$ cat config.mk
export PLATFORM = sky130hd
export DESIGN_NAME = joy_pad
export DESIGN_NICKNAME = d
export VERILOG_FILES = /design/src/rtl/joy_pad.sv
export SDC_FILE = /design/constraint.sdc
export NUM_CORES = 1
export LEC_CHECK = 0
export CAP_MARGIN = 40
export CORE_AREA = 5 5 42 44
export DETAILED_ROUTE_END_ITERATION = 10
export DIE_AREA = 0 0 47 49
export GPL_TIMING_DRIVEN = 0
export PLACE_DENSITY = 0.65
export SLEW_MARGIN = 10
export SYNTH_ARGS = -nofsm -noshare
export SYNTH_HDL_FRONTEND = slang
export SYNTH_SLANG_ARGS = --single-unit
$ cat constraint.sdc
create_clock -name clock -period 2.4 [get_ports clock]
set_input_delay 0.24 -clock clock [delete_from_list [all_inputs] [get_ports clock]]
set_output_delay 0.24 -clock clock [all_outputs]
set_load 0.02 [all_outputs]
$ cat src/rtl/joy_pad.sv
// Sega Mega Drive gamepad, device side: answers TH select cycles from a 12-bit button vector.
// Build with JOY_PAD_SIX_BUTTON_EN defined for the 6-button pad; undefined gives a 3-button pad.
module joy_pad #(
  parameter int TIMEOUT_CYCLES = 37500
) (
  input  logic        clock,
  input  logic        reset_n,
  input  logic        th,
  input  logic [11:0] buttons,
  output logic        d1,
  output logic        d2,
  output logic        d3,
  output logic        d4,
  output logic        d6,
  output logic        d9,
  output logic [2:0]  phase
);

  logic       r_th_s1;
  logic       r_th_s2;
  logic       r_th_prev;
  logic       w_fall;
  logic       w_edge;
  logic [2:0] w_f_next;
  logic [5:0] w_d;
  logic [5:0] r_d;

  always_ff @(posedge clock) begin
    if (!reset_n) begin
      r_th_s1   <= 1'b1;
      r_th_s2   <= 1'b1;
      r_th_prev <= 1'b1;
    end else begin
      r_th_s1   <= th;
      r_th_s2   <= r_th_s1;
      r_th_prev <= r_th_s2;
    end
  end

  assign w_fall = r_th_prev & ~r_th_s2;
  assign w_edge = r_th_prev ^ r_th_s2;

`ifdef JOY_PAD_SIX_BUTTON_EN
  localparam int CW = $clog2(TIMEOUT_CYCLES);
  localparam logic [CW-1:0] IDLE_MAX = CW'(TIMEOUT_CYCLES - 1);

  logic [CW-1:0] r_idle;
  logic [2:0]    r_f;
  logic          w_timeout;

  // Timeout fires on the clock the idle count steps onto its last value.
  assign w_timeout = (r_idle >= IDLE_MAX - 1'b1);

  always_ff @(posedge clock) begin
    if (!reset_n) begin
      r_idle <= '0;
    end else if (w_edge) begin
      r_idle <= '0;
    end else if (r_idle != IDLE_MAX) begin
      r_idle <= r_idle + 1'b1;
    end
  end

  always_ff @(posedge clock) begin
    if (!reset_n) begin
      r_f <= 3'd0;
    end else begin
      r_f <= w_f_next;
    end
  end

  always_comb begin
    w_f_next = r_f;
    if (w_fall) begin
      w_f_next = (r_f == 3'd4) ? 3'd1 : r_f + 3'd1;
    end else if (!w_edge && w_timeout) begin
      w_f_next = 3'd0;
    end
  end

  assign phase = r_f;
`else
  assign w_f_next = 3'd0;
  assign phase    = 3'd0;
`endif

  // Output mux uses the post-edge count so a pin never shows the previous phase's row.
  always_comb begin
    w_d = {~buttons[0], ~buttons[1], ~buttons[2], ~buttons[3], ~buttons[5], ~buttons[6]};
    if (r_th_s2) begin
      if (w_f_next == 3'd3) begin
        w_d = {~buttons[8], ~buttons[9], ~buttons[10], ~buttons[11], ~buttons[5], ~buttons[6]};
      end
    end else begin
      case (w_f_next)
        3'd3:    w_d = {4'b0000, ~buttons[4], ~buttons[7]};
        3'd4:    w_d = {4'b1111, ~buttons[4], ~buttons[7]};
        default: w_d = {~buttons[0], ~buttons[1], 2'b00, ~buttons[4], ~buttons[7]};
      endcase
    end
  end

  always_ff @(posedge clock) begin
    if (!reset_n) begin
      r_d <= 6'b111111;
    end else begin
      r_d <= w_d;
    end
  end

  assign {d1, d2, d3, d4, d6, d9} = r_d;

endmodule

* After elaboration in Yosys (flattened, before gate mapping)
Cells that the tools add are included.
** Storage, ports and cells
- Output and inout port bits :: 9
- Flip-flop bits (word level) :: 8
- Logic and storage cells :: 12
- Bits of input ports :: 15
** Cells by class
- Bitwise gates (word level) :: 8
- Muxes and demuxes :: 1
** Operators by type and width (count)
- inverter 1 bit :: 8
- 2-to-1 mux 4 bit :: 1

* Logic depth before layout (Yosys ltp)
Gate-level depths: netlist of the first run.
- Word-level depth :: 2
- Depth in mapped cells :: 2
- Gate-level depth less buffers :: 2

* Worst setup path before layout of the first run
No wires, ideal clock.
- Path kind :: register -> register
- Start point :: register r_th_s2
- End point :: register r_d[0]
- Path slack :: 1.639 ns
- Stages on the path, launching flop included :: 3
- Path buffers :: 0
- Arrival time :: 0.703 ns
- Required time :: 2.342 ns
- Path through :: dfxtp_1 > mux2_1 > nand2_1
** On the way
- Cells in the longest elaborated chain, start to end :: 1
** Ends and longest elaborated chain
- start: declaration :: line 20 : logic r_th_s2;
- start signal: assignment :: line 35 : r_th_s2 <= r_th_s1;
- 2-to-1 mux 4 bit :: line 90 : if (r_th_s2) begin
- end signal: assignment :: line 107 : r_d <= w_d;
- end: declaration :: line 26 : logic [5:0] r_d;
Every way passes these cells.
A chain may end at the register's enable or synchronous reset.

* Final worst setup path of the first run
- Start point :: register r_d[3]
- End point :: output d3
** RTL lines
- end: declaration :: line 12 : output logic d3,
No word-level cell between the ends.

==> summary.md, run 1 <==
| Metric | Value |
|---|---|
| WL/cell | 8.53 um |
| Slew Viols, Final | 0 |
| Clock transition at path regs | 50 ps |
| Crit path buffers/inverters | 1 |
| Min cycle time layout | 1390 ps |
| Hold depth | 1 |
| Logic pwr share | 17.2% |
| # resized after CTS | 0 |
| Via density per instance | 3.62 |
| Hold buffers post-CTS | 0 |
| Width of the die | 47 um |
| Asr flop ratio synth | 0% |
| Setup TNS | 0 ps |
| Number of core rows | 14 |
| Share of power burned in registers | 48.7% |
| CTS Sinks | 8 |
| Final setup viols | 0 |
| Vias in the first global route | 208 |
| CTS tree | yes |
| Setup bufs post-CTS | 0 |
| Synth Cell Area | 250 um2 |
| Port Buffer Count | 16 |
| Nets | 61 |
| Sequential share of the synthesized area | 64.0% |
| Sw Ratio | 22.1% |
| Syn Area/Cell | 10.9 um2 |
| Initial DRC count | 4 |
| Die Span Y | 49 um |
| Layout area overhead | 84.0% |
| Critical Path, Cell by Cell | clkdlybuf4s50_1 |
| Detail Route Antenna Nets | 0 |
| Status | complete, no violations |
| IO Count | 24 |
| Largest net degree at the start of global routing | 9 |
| Worst R2R Start | r_th_s2 |
| Reg2reg setup slack | 1580 ps |
| Skew-Pair Late Insertion Delay | 250 ps |
| Slowest cell on crit path | clkdlybuf4s50_1 |
| Crit Path Category | reg -> out |
| Clock share of power | 34.1% |
| CTS buffer count | 3 |
| Int Pwr | 0.000228 W |
| Antenna violations before repair | 0 |
| Main synth FF type | dfxtp_1 |
| Core Area | 1400 um2 |
| Clk_skew | 0.468 ps |
| Arr. time, crit path | 1150 ps |
| Psw | 0.0000647 W |
| Root buf cell | clkbuf_4 |
| Most frequent cell after synthesis | dfxtp_1 |
| Tot Pwr | 0.000293 W |
| Setup crit start kind | flop |
| Total iterations of the first detailed-routing run | 2 |
| CP max FO | 1 |
| First-pass GRT wire length | 903 um |
| Unique masters post-synth | 8 |
| Pleak | 0.202 nW |
| Die area | 2300 um2 |
| Power Density | 636 nW/um2 |
| CP required | 2160 ps |
| Number of synthesis warnings | 0 |
| Inserted Diodes | 0 |
| Total Routing Usage GR | 6.01% |
| Vias | 217 |
| Synth Instances | 23 |
| Routed WL | 512 um |
| H-Tree Depth | 1 |
| Fill cells | 155 |
| Clock tree buffer depth | 2 |
| DR DRC count | 0 |
| Total gr overflow | 0 |
| R2R depth | 2 |
| CP peak stage delay | 590 ps |
| End of the worst register-to-register path | r_d[1] |
| Tcrit/Tclk final | 57.8% |
| Non-Filler Instances | 60 |
| Post-DP Area | 438 um2 |
| Largest cells by area after synthesis | dfxtp_1 64%, buf_4 9.0%, mux2_1 9.0%, nand2_1 6.0%, nand2b_1 5.0% |
| VDD IR max | 0.000270 V |
| Hold Crit Class | reg -> reg |
| Number of placed cells counting well taps | 57 |
| WHS Endpoint | r_th_s2 |
| RSZ-0062 raised after global routing | no |
| Fin. Hold Viols | 0 |
| Register bit count reported by yosys | 8 |
| Yosys top cell area share | 64.0% |
| Most common library cells after synthesis | 8 x dfxtp_1, 4 x nand2_1, 3 x buf_4 |
| Max-cap violation count | 0 |
| Post-Layout Inst Area | 460 um2 |
| Hold WS | 401 ps |
| CP delay by family, top | buffers and inverters |
| Worst min-delay path startpoint | r_th_s1 |
| Starting density of the core | 17.9% |
| RePlAce Congestion | 0.621 |
| Number of flops mapped to enable cells by yosys | 0 |
| Share of layout cells above drive strength 1 | 13.6% |
| Crit path capture type | primary output |
| Fmax | 720 MHz |
| Yosys top cell by area | dfxtp_1 |
-- sequential cells by signal, indices dropped and copies added (netlist names) --
register,flops
r_th_s2,1
r_d,6
r_th_s1,1
-- cells in the final DEF, fill, tap and decap left out --
| master | Yosys | layout |
|---|---|---|
| clkdlybuf4s50_1 | 0 | 16 |
| dfxtp_1 | 8 | 8 |
| nand2_1 | 4 | 4 |
| buf_4 | 3 | 3 |
| conb_1 | 1 | 3 |
| clkbuf_4 | 0 | 3 |
| mux2_1 | 2 | 2 |
| o21ai_0 | 2 | 2 |
| nand2b_1 | 2 | 2 |
| inv_1 | 1 | 1 |
-- area by class of cell --
cell class | count | area [um2] | area share [%]
repair buffers | 16 | 160 | 34.8
plain buffers | 3 | 22.5 | 4.89
clock buffers | 3 | 22.5 | 4.89
flip-flops and latches | 8 | 160 | 34.8
well taps | 16 | 20.0 | 4.35
inverters | 1 | 3.75 | 0.815
multi-input cells | 13 | 71.3 | 15.5
-- layer usage --
metal | global-route usage (%) | up-vias | wire length (um)
met5 | 0 | - | 0
met4 | 4.15 | 0 | 9
met3 | 5.90 | 2 | 86
met2 | 9.05 | 16 | 272
met1 | 4.45 | 91 | 143
li1 | - | 108 | -
-- through the flow --
stage                     setup WS, ps  util (%)
after floorplan                   1640         -
after global placement            1270      31.3
after detailed placement          1250      31.3
after CTS                          990      32.9
after global routing               941      32.9
final                             1010      32.9
-- cell families after synthesis --
kind of cell	synth area share (%)
DFF	64.0
buffers and inverters	10.5
AOI/OAI and AO/OA	4.00
and+or+nand+nor	11.0
muxes	9.00
other	1.50
-- worst max path at each step --
stage | from | to | slack (ps) | depth (start not counted)
final | r_d[3] | d3 | 1010 | 1
after global placement | r_d[5] | d1 | 1270 | 1
after detailed placement | reset_n | r_d[3] | 1250 | 2
after global routing | r_d[0] | d9 | 940 | 1
after CTS | r_d[5] | d1 | 990 | 1
after floorplan | r_th_s2 | r_d[0] | 1640 | 2
-- power groups by stage --
stage / combinational (W) / sequential [W] / clock (W)
finish: 0.0000503 / 0.000143 / 0.0000997
global route: 0.0000543 / 0.000143 / 0.000118
CTS: 0.0000508 / 0.000143 / 0.000107
detailed placement: 0.0000507 / 0.000145 / 0
global placement: 0.0000501 / 0.000145 / 0
floorplan: 0.0000131 / 0.000153 / 0
Note: power is estimated with default switching activity, not from simulation.
==> run 2: changes to the inputs <==
==> constraint.sdc (replaced) <==
create_clock -name clock -period 1.35 [get_ports clock]
set_input_delay 0.135 -clock clock [delete_from_list [all_inputs] [get_ports clock]]
set_output_delay 0.135 -clock clock [all_outputs]
set_load 0.02 [all_outputs]
==> run 2 against run 1 <==
Against the previous run:
- final area up 0.54%
- sequential power up 78%
- final cell count unchanged
- critical path depth stayed put
- combinational power rose by 77%
- via count did not move
- hold slack worse by 45 ps
==> summary.md, run 2 (synthesis gave the netlist of run 1 again) <==
| Metric | Value |
|---|---|
| Number of core rows | 14 |
| Largest net degree at the start of global routing | 9 |
| Max-cap violation count | 0 |
| Port Buffer Count | 16 |
| Critical Path, Cell by Cell | clkdlybuf4s50_1 |
| CP peak stage delay | 590 ps |
| Clock tree buffer depth | 2 |
| Crit Path Category | reg -> out |
| Core Area | 1400 um2 |
| Max reg flops | 6 |
| Total Routing Usage GR | 6.01% |
| Layout area overhead | 85.0% |
| Clock transition at path regs | 50 ps |
| CP max FO | 1 |
| Slew Viols, Final | 0 |
| Tcrit/Tclk final | 95.0% |
| RePlAce Congestion | 0.621 |
| Die area | 2300 um2 |
| Die Span Y | 49 um |
| Largest Register | r_d |
| CTS tree | yes |
| WL/cell | 8.55 um |
| CP delay by family, top | buffers and inverters |
| Setup TNS | 0 ps |
| Crit path capture type | primary output |
| Non-Filler Instances | 60 |
| Fmax | 779 MHz |
| Root buf cell | clkbuf_4 |
| Total gr overflow | 0 |
| Detail Route Antenna Nets | 0 |
| Commonest non-fill, non-tap cell in the layout | clkdlybuf4s50_1 |
| Min cycle time layout | 1280 ps |
| Antenna violations before repair | 0 |
| H-Tree Depth | 1 |
| IO Count | 24 |
| Power Density | 1120 nW/um2 |
| Final setup viols | 0 |
| Total iterations of the first detailed-routing run | 2 |
| Number of placed cells counting well taps | 57 |
| CP required | 1220 ps |
| First-pass GRT wire length | 903 um |
| Vias | 217 |
| Hold buffers post-CTS | 0 |
| Pleak | 0.207 nW |
| Setup bufs post-CTS | 0 |
| R2R depth | 2 |
| Core Util, Final | 33.0% |
| RSZ-0062 raised after global routing | no |
| DR DRC count | 0 |
| Worst R2R Start | r_th_s2 |
| VDD IR max | 0.000479 V |
| Status | complete, no violations |
| Share of layout cells above drive strength 1 | 13.6% |
| CTS buffer count | 3 |
| Routed WL | 513 um |
| Reg2reg setup slack | 530 ps |
| Initial DRC count | 4 |
| Fin. Hold Viols | 0 |
| WHS Endpoint | r_d[5] |
| Worst min-delay path startpoint | buttons[0] |
| Inserted Diodes | 0 |
| Clk_skew | 0.469 ps |
| Crit path buffers/inverters | 1 |
| Starting density of the core | 17.9% |
| Hold Crit Class | in -> reg |
| Width of the die | 47 um |
| Skew-Pair Late Insertion Delay | 250 ps |
| Setup crit start kind | flop |
| Most frequent cells in the layout | 15 x clkdlybuf4s50_1, 8 x dfxtp_1, 4 x nand2_1 |
| Top flop regs | r_d: 6 flops, r_th_s1: 1 flops, r_th_s2: 1 flops |
| Hold depth | 2 |
| Nets | 61 |
| Arr. time, crit path | 1150 ps |
| Slowest cell on crit path | clkdlybuf4s50_1 |
| Vias in the first global route | 208 |
| CTS Sinks | 8 |
| Fill cells | 155 |
| End of the worst register-to-register path | r_d[1] |
| Via density per instance | 3.62 |
[run 2: changes by cell type in the layout (fill, tap and decap cells not counted)]
cell	previous run	this run
dlymetal6s2s_1	0	1
clkdlybuf4s50_1	16	15
[run 2: per-layer routing]
layer | vias to the layer above | global-route usage (%) | share of wire (%)
met4 | 0 | 4.15 | 1.8
met1 | 91 | 4.45 | 28
met2 | 16 | 9.05 | 53
met5 | - | 0 | 0
li1 | 108 | - | -
met3 | 2 | 5.90 | 17
[run 2: worst max path at each step]
stage | from | end | slack [ps] | cells after the start
global route | r_d[3] | d3 | 4 | 1
CTS | r_d[5] | d1 | 40 | 1
global placement | r_d[5] | d1 | 330 | 1
finish | r_d[3] | d3 | 70 | 1
floorplan | r_th_s2 | r_d[0] | 590 | 2
detailed placement | reset_n | r_d[3] | 310 | 2
[run 2: layout make-up]
cell class	instances	area (um2)	area share (%)
repair buffers	16	163	35.1
flip-flops and latches	8	160	34.6
multi-input cells	13	71.3	15.4
clock buffers	3	22.5	4.86
plain buffers	3	22.5	4.86
well taps	16	20.0	4.32
inverters	1	3.75	0.811
[run 2: report_power, final]
group | switching [W] | internal [W]
sequential | 0.00000346 | 0.000250
combinational | 0.0000355 | 0.0000536
clock | 0.0000758 | 0.000101
[run 2: through the flow]
| stage | hold slack (ps) | power, W | setup WS, ps | area, um2 |
|---|---|---|---|---|
| 2_1_floorplan | 197 | 0.000296 | 589 | 258 |
| 3_3_place_gp | 390 | 0.000347 | 326 | 438 |
| 3_5_place_dp | 393 | 0.000349 | 307 | 438 |
| 4_1_cts | 345 | 0.000534 | 44.6 | 460 |
| 5_1_grt | 335 | 0.000561 | 4.23 | 463 |
| 6_report | 357 | 0.000520 | 67.1 | 463 |
[run 2: timing repair]
action                                 4_1_cts  5_1_grt
resized for setup                            0        1
endpoints found under the hold margin        0        0
setup endpoints to repair                    0        1
